## src/rtl/wisc_seq_pkg.sv

```systemverilog
// Shared definitions for the instruction sequencer: state encoding,
// memory address select encodings and the default wait-timeout bound.
package wisc_seq_pkg;

  typedef enum logic [2:0] {
    FETCH      = 3'd0,
    FETCH_WAIT = 3'd1,
    DECODE     = 3'd2,
    MEM        = 3'd3,
    MEM_WAIT   = 3'd4,
    WB         = 3'd5,
    HALT       = 3'd6,
    ERROR      = 3'd7
  } seq_state_e;

  localparam logic ADDR_PC  = 1'b0;
  localparam logic ADDR_ALU = 1'b1;

  localparam int unsigned MAX_WAIT_DEFAULT = 15;

endpackage

```

## src/rtl/seq_wait_timer.sv

```systemverilog
// Counts wait cycles without mem_done; expired flags the last permitted
// wait cycle so the sequencer faults on the following edge.
module seq_wait_timer #(
  parameter int unsigned MAX_WAIT = 15
) (
  input  logic clk,
  input  logic rst_n,
  input  logic clear,
  input  logic enable,
  output logic expired
);

  localparam int unsigned CW = (MAX_WAIT < 2) ? 1 : $clog2(MAX_WAIT);
  localparam logic [CW-1:0] LAST = CW'(MAX_WAIT - 1);

  logic [CW-1:0] cnt;

  always_ff @(posedge clk or negedge rst_n) begin
    if (!rst_n) begin
      cnt <= '0;
    end else if (clear) begin
      cnt <= '0;
    end else if (enable && (cnt != LAST)) begin
      cnt <= cnt + CW'(1);
    end
  end

  // The cycle in which the count would reach MAX_WAIT is the last one allowed.
  assign expired = enable && (cnt == LAST);

endmodule

```

## src/rtl/instr_sequencer.sv

```systemverilog
// Multi-cycle control sequencer: fetch, decode, optional memory access and
// writeback, with stall handling, wait timeout and sticky halt/error states.
module instr_sequencer
  import wisc_seq_pkg::*;
#(
  parameter int unsigned MAX_WAIT = MAX_WAIT_DEFAULT
) (
  input  logic       clk,
  input  logic       rst_n,
  input  logic       mem_stall,
  input  logic       mem_done,
  input  logic       mem_err,
  input  logic       dec_memRead,
  input  logic       dec_memWrite,
  input  logic       dec_RegWrite,
  input  logic       dec_halt,
  output logic       mem_en,
  output logic       mem_wr,
  output logic       addr_sel,
  output logic       ir_we,
  output logic       pc_we,
  output logic       rf_we,
  output logic       halted,
  output logic       err,
  output logic [2:0] state
);

  seq_state_e state_q;
  seq_state_e state_d;
  logic       tmr_clear;
  logic       tmr_enable;
  logic       tmr_expired;

  seq_wait_timer #(
    .MAX_WAIT (MAX_WAIT)
  ) u_wait_timer (
    .clk     (clk),
    .rst_n   (rst_n),
    .clear   (tmr_clear),
    .enable  (tmr_enable),
    .expired (tmr_expired)
  );

  // mem_err outranks mem_done, which outranks the timeout.
  always_comb begin
    state_d = state_q;
    unique case (state_q)
      FETCH: begin
        if (mem_err)         state_d = ERROR;
        else if (!mem_stall) state_d = FETCH_WAIT;
      end
      FETCH_WAIT: begin
        if (mem_err)          state_d = ERROR;
        else if (mem_done)    state_d = DECODE;
        else if (tmr_expired) state_d = ERROR;
      end
      DECODE: begin
        if (dec_halt)                         state_d = HALT;
        else if (dec_memRead || dec_memWrite) state_d = MEM;
        else                                  state_d = WB;
      end
      MEM: begin
        if (mem_err)         state_d = ERROR;
        else if (!mem_stall) state_d = MEM_WAIT;
      end
      MEM_WAIT: begin
        if (mem_err)          state_d = ERROR;
        else if (mem_done)    state_d = WB;
        else if (tmr_expired) state_d = ERROR;
      end
      WB:      state_d = FETCH;
      HALT:    state_d = HALT;
      ERROR:   state_d = ERROR;
      default: state_d = ERROR;
    endcase
  end

  assign tmr_clear  = ((state_q == FETCH) && (state_d == FETCH_WAIT)) ||
                      ((state_q == MEM)   && (state_d == MEM_WAIT));
  assign tmr_enable = ((state_q == FETCH_WAIT) || (state_q == MEM_WAIT)) && !mem_done;

  always_ff @(posedge clk or negedge rst_n) begin
    if (!rst_n) begin
      state_q <= FETCH;
      halted  <= 1'b0;
      err     <= 1'b0;
    end else begin
      state_q <= state_d;
      halted  <= halted || (state_d == HALT);
      err     <= err    || (state_d == ERROR);
    end
  end

  // Enables are forced low while reset is held, abandoning any access in flight.
  always_comb begin
    mem_en   = 1'b0;
    mem_wr   = 1'b0;
    addr_sel = ADDR_PC;
    ir_we    = 1'b0;
    pc_we    = 1'b0;
    rf_we    = 1'b0;
    if (rst_n) begin
      unique case (state_q)
        FETCH: begin
          mem_en   = 1'b1;
          addr_sel = ADDR_PC;
        end
        FETCH_WAIT: ir_we = mem_done && !mem_err;
        MEM: begin
          mem_en   = 1'b1;
          mem_wr   = dec_memWrite;
          addr_sel = ADDR_ALU;
        end
        WB: begin
          pc_we = 1'b1;
          rf_we = dec_RegWrite;
        end
        default: ;
      endcase
    end
  end

  assign state = state_q;

endmodule

```

## config.mk

```make
export PLATFORM = sky130hd
export DESIGN_NAME = instr_sequencer
export DESIGN_NICKNAME = d
export VERILOG_FILES = /design/src/rtl/wisc_seq_pkg.sv /design/src/rtl/seq_wait_timer.sv /design/src/rtl/instr_sequencer.sv
export SDC_FILE = /design/constraint.sdc
export NUM_CORES = 1
export LEC_CHECK = 0
export ABC_AREA = 1
export BUFFER_PORTS_ARGS = -buffer_cell sky130_fd_sc_hd__buf_2
export CAP_MARGIN = 20
export CELL_PAD_IN_SITES_DETAIL_PLACEMENT = 0
export CELL_PAD_IN_SITES_GLOBAL_PLACEMENT = 1
export CORE_UTILIZATION = 34
export DETAILED_ROUTE_END_ITERATION = 12
export MAX_ROUTING_LAYER = met4
export PLACE_DENSITY_LB_ADDON = 0.1
export REMOVE_ABC_BUFFERS = 1
export SLEW_MARGIN = 20
export SYNTH_ARGS = -nofsm -noshare
export SYNTH_HDL_FRONTEND = slang
export SYNTH_SLANG_ARGS = --single-unit
export TNS_END_PERCENT = 100
```

## constraint.sdc

```tcl
create_clock -name clk -period 1.85 [get_ports clk]
set_input_delay 0.2775 -clock clk [delete_from_list [all_inputs] [get_ports clk]]
set_output_delay 0.2775 -clock clk [all_outputs]
set_load 0.05 [all_outputs]
```

==> flow_summary_export.csv <==
group,metric,value,unit
setup_path,r2r_setup_slack,340,ps
clock_network,insertion_delay,260,ps
routing,dr.pass1.iters,4,
sta,hold_violations,0,
sta,fin_skew,8.05,ps
floorplanning,fp.coreArea,1960,um2
routing,antenna_left,0,
pwr,vdd_drop_max,0.511,mV
cells_and_area,multi_input_area,410,um2
floorplanning,die_area,2280,um2
setup_path,criticalPathCategory,"input pin to primary output",
setup_path,crit_fanout,6,
clock_network,cts_tree,"done",
placed_design,dp_cells,148,
floorplanning,row_count,16,
hold_path,min_to,"state[0]$_DFF_PN0_",
grt,overflow,0,
hold_path,min_path_cells,3,
routing,wl_per_cell,9.98,um
yosys,avgSynthCellArea,6.91,um2
placed_design,io_buffers,19,
routing,vias_per_cell,4.46,
cells_and_area,final_cells,153,
placed_design,pre_cts_ws,307,ps
setup_path,max_stage_delay,520,ps
floorplanning,die_x,47.8,um
yosys,netlist_area,712,um2
grt,first_global_vias,570,
cells_and_area,syn2layout_area_growth,23.2,%
sta,fmax,0.573,GHz
setup_path,path_delay_family,"buffers and inverters",
clock_network,cts_buffer_depth,2,
run,drv_cap,0,
yosys,ys_top_cells_by_area,"dfrtp_1 (32%), nand2_1 (13%), nor2_1 (7.9%)",
clock_network,h-tree-depth,1,
clock_network,cts_root_buf,"clkbuf_4",
hold_path,hold_class,"input pin to register",
cells_and_area,antennaDiodeCount,0,
floorplanning,start_util,0.363,
floorplanning,io_pins,20,
setup_path,path_buf_inv,4,
clock_network,postCtsSetupRepairBufs,0,
setup_path,cp_num_cells,5,
yosys,yosysTopAreaCell,"dfrtp_1",
placed_design,dpl.hpwl,1.18,mm
floorplanning,die_h,47.8,um
setup_path,crit_path_top_delay_cell,"dlygate4sd3_1",
setup_path,crit_chain,"dlygate4sd3_1 -> buf_2 -> inv_1 -> nor4_1 -> buf_4",
yosys,ys_seq_elements,9,
cells_and_area,fillers,231,
sta,hold_ws,399,ps
run_status,status,"complete, no violations",
routing,vias,682,
clock_network,clkSlewWorstSetupHoldPaths,60,ps
cells_and_area,seqCellArea,226,um2
routing,drtIter0Drc,13,
clock_network,clock-sinks,9,
setup_path,timing.rr.end,"halted$_DFF_PN0_",
cells_and_area,drive_gt1_frac,0.302,
grt,grt_pass1_wl,2.39,mm
routing,drc,0,
yosys,synth-seq-area-share,0.316,
pwr,power_density,1140,nW/um2
yosys,synth_warnings,0,
setup_path,start_kind,"input pin",
routing,wl,1.53,mm
sta,slew_violations,0,
sta,min_period,1740,ps
sta,worstMarginPinSlew,312,ps
yosys,synthesis.instances,103,
sta,finalWorstSetupSlack,105,ps
sta,relSlewSlack,0.792,
setup_path,arrival,1470,ps
pwr,leakagePower,0.457,nW
setup_path,end_kind,"primary output",
setup_path,reg2regPathDepth,12,
grt,grt_max_degree,11,
yosys,ys_types,23,
clock_network,numCtsBuffers,3,
grt,antenna_found_initial,0,
sta,setup-violations-final,0,
sta,finalCritPeriodShare,0.943,
setup_path,required,1570,ps
grt,globalRouteTotalUtil,0.158,
cells_and_area,nNetsFinal,138,
placed_design,gp_congestion,0.820,
hold_path,worstHoldStart,"mem_err",
setup_path,reg2reg_from,"u_wait_timer.cnt[0]$_DFFE_PN0P_",
yosys,synth_top_area_frac,0.316,
==> synth_stat cells <==
master    count
a21oi_1       3
a21oi_2       1
buf_6         1
clkbuf_2      1
dfrtp_1       9
ha_1          2
inv_1        14
inv_2         2
nand2_1      24
nand2_2       3
nand3_1      10
nand3_2       2
nand4_1       1
nor2_1       15
nor2_2        2
nor2_4        2
nor3_2        2
nor3b_1       2
nor4_1        1
o21ai_0       2
o21bai_1      1
xnor2_1       1
xor2_1        2
==> layout by cell type (no fill, tap or decap), types with 2 or more instances in the layout <==
cell type / instances
clkbuf_4: 4
xor2_1: 2
buf_2: 16
inv_1: 14
nor2_1: 15
nor2_4: 2
nor2_2: 2
nor3_2: 2
nand2_2: 3
buf_4: 3
o21ai_0: 2
dfrtp_1: 8
nand2_1: 24
nor3b_1: 2
nand3_2: 2
nand3_1: 10
ha_1: 2
inv_2: 2
a21oi_1: 3
==> cell type report <==
class	count	area share
Timing Repair Buffer	21	0.137
Clock buffer	4	0.0300
Inverter	16	0.0685
Multi-Input combinational cell	76	0.468
Sequential cell	9	0.258
Tap cell	27	0.0385
==> report_power, final <==
group	switching [mW]	leakage [nW]	internal [mW]
clock	0.0685	0.0150	0.0831
combinational	0.338	0.342	0.164
sequential	0.100	0.100	0.242
==> worst register-to-register path: stages (launching register included) <==
cell	delay, ps
dfrtp_1	420
inv_1	70
ha_1	140
nand3_1	150
nor2_1	150
nand2_2	70
nand2_1	50
nand2_1	50
nand2_1	70
nand2_2	60
nor2_2	90
nand2_1	60
nand2_1	50
==> metal layers <==
metal	GRT usage	share of wire	vias up	routed length (um)
li1	-	-	368	-
met5	-	0	-	0
met4	0.0333	0	0	0
met2	0.224	0.41	17	622
met3	0.0604	0.065	0	99
met1	0.213	0.53	297	805
==> repair_timing <==
action,in CTS,in global routing
hold buffers,1,0
endpoints found under the hold margin,9,0
resized for setup,1,5
setup endpoints to repair,1,3
==> per-stage QoR <==
stage	setup TNS (ps)	total power, mW	instance area [um2]	util
3_3_place_gp	0	0.854	832	0.424
2_1_floorplan	-2790	0.727	696	-
6_report	0	0.996	877	0.447
5_1_grt	-2.45	1.09	877	0.447
3_5_place_dp	0	0.844	832	0.424
4_1_cts	0	1.01	870	0.443
==> worst max path at each step <==
stage,start,to,slack [ps]
6_report,rst_n,ir_we,110
5_1_grt,rst_n,ir_we,-2
4_1_cts,rst_n,ir_we,60
3_5_place_dp,state[0]$_DFF_PN0_,mem_wr,310
3_3_place_gp,state[0]$_DFF_PN0_,mem_wr,340
2_1_floorplan,state[0]$_DFF_PN0_,ir_we,-890
==> sequential cells by signal, indices dropped and copies added, names as in the netlist <==
register / cells
state: 3
err: 1
u_wait_timer.cnt: 4
halted: 1
==> cells by family after synthesis <==
group | share of synthesized area
fa+ha+maj | 0.0351
buf+inv | 0.107
compound gates | 0.0580
simple gates | 0.446
xor+xnor | 0.0369
flops | 0.316
No activity file was read; power rests on OpenSTA's default activity.
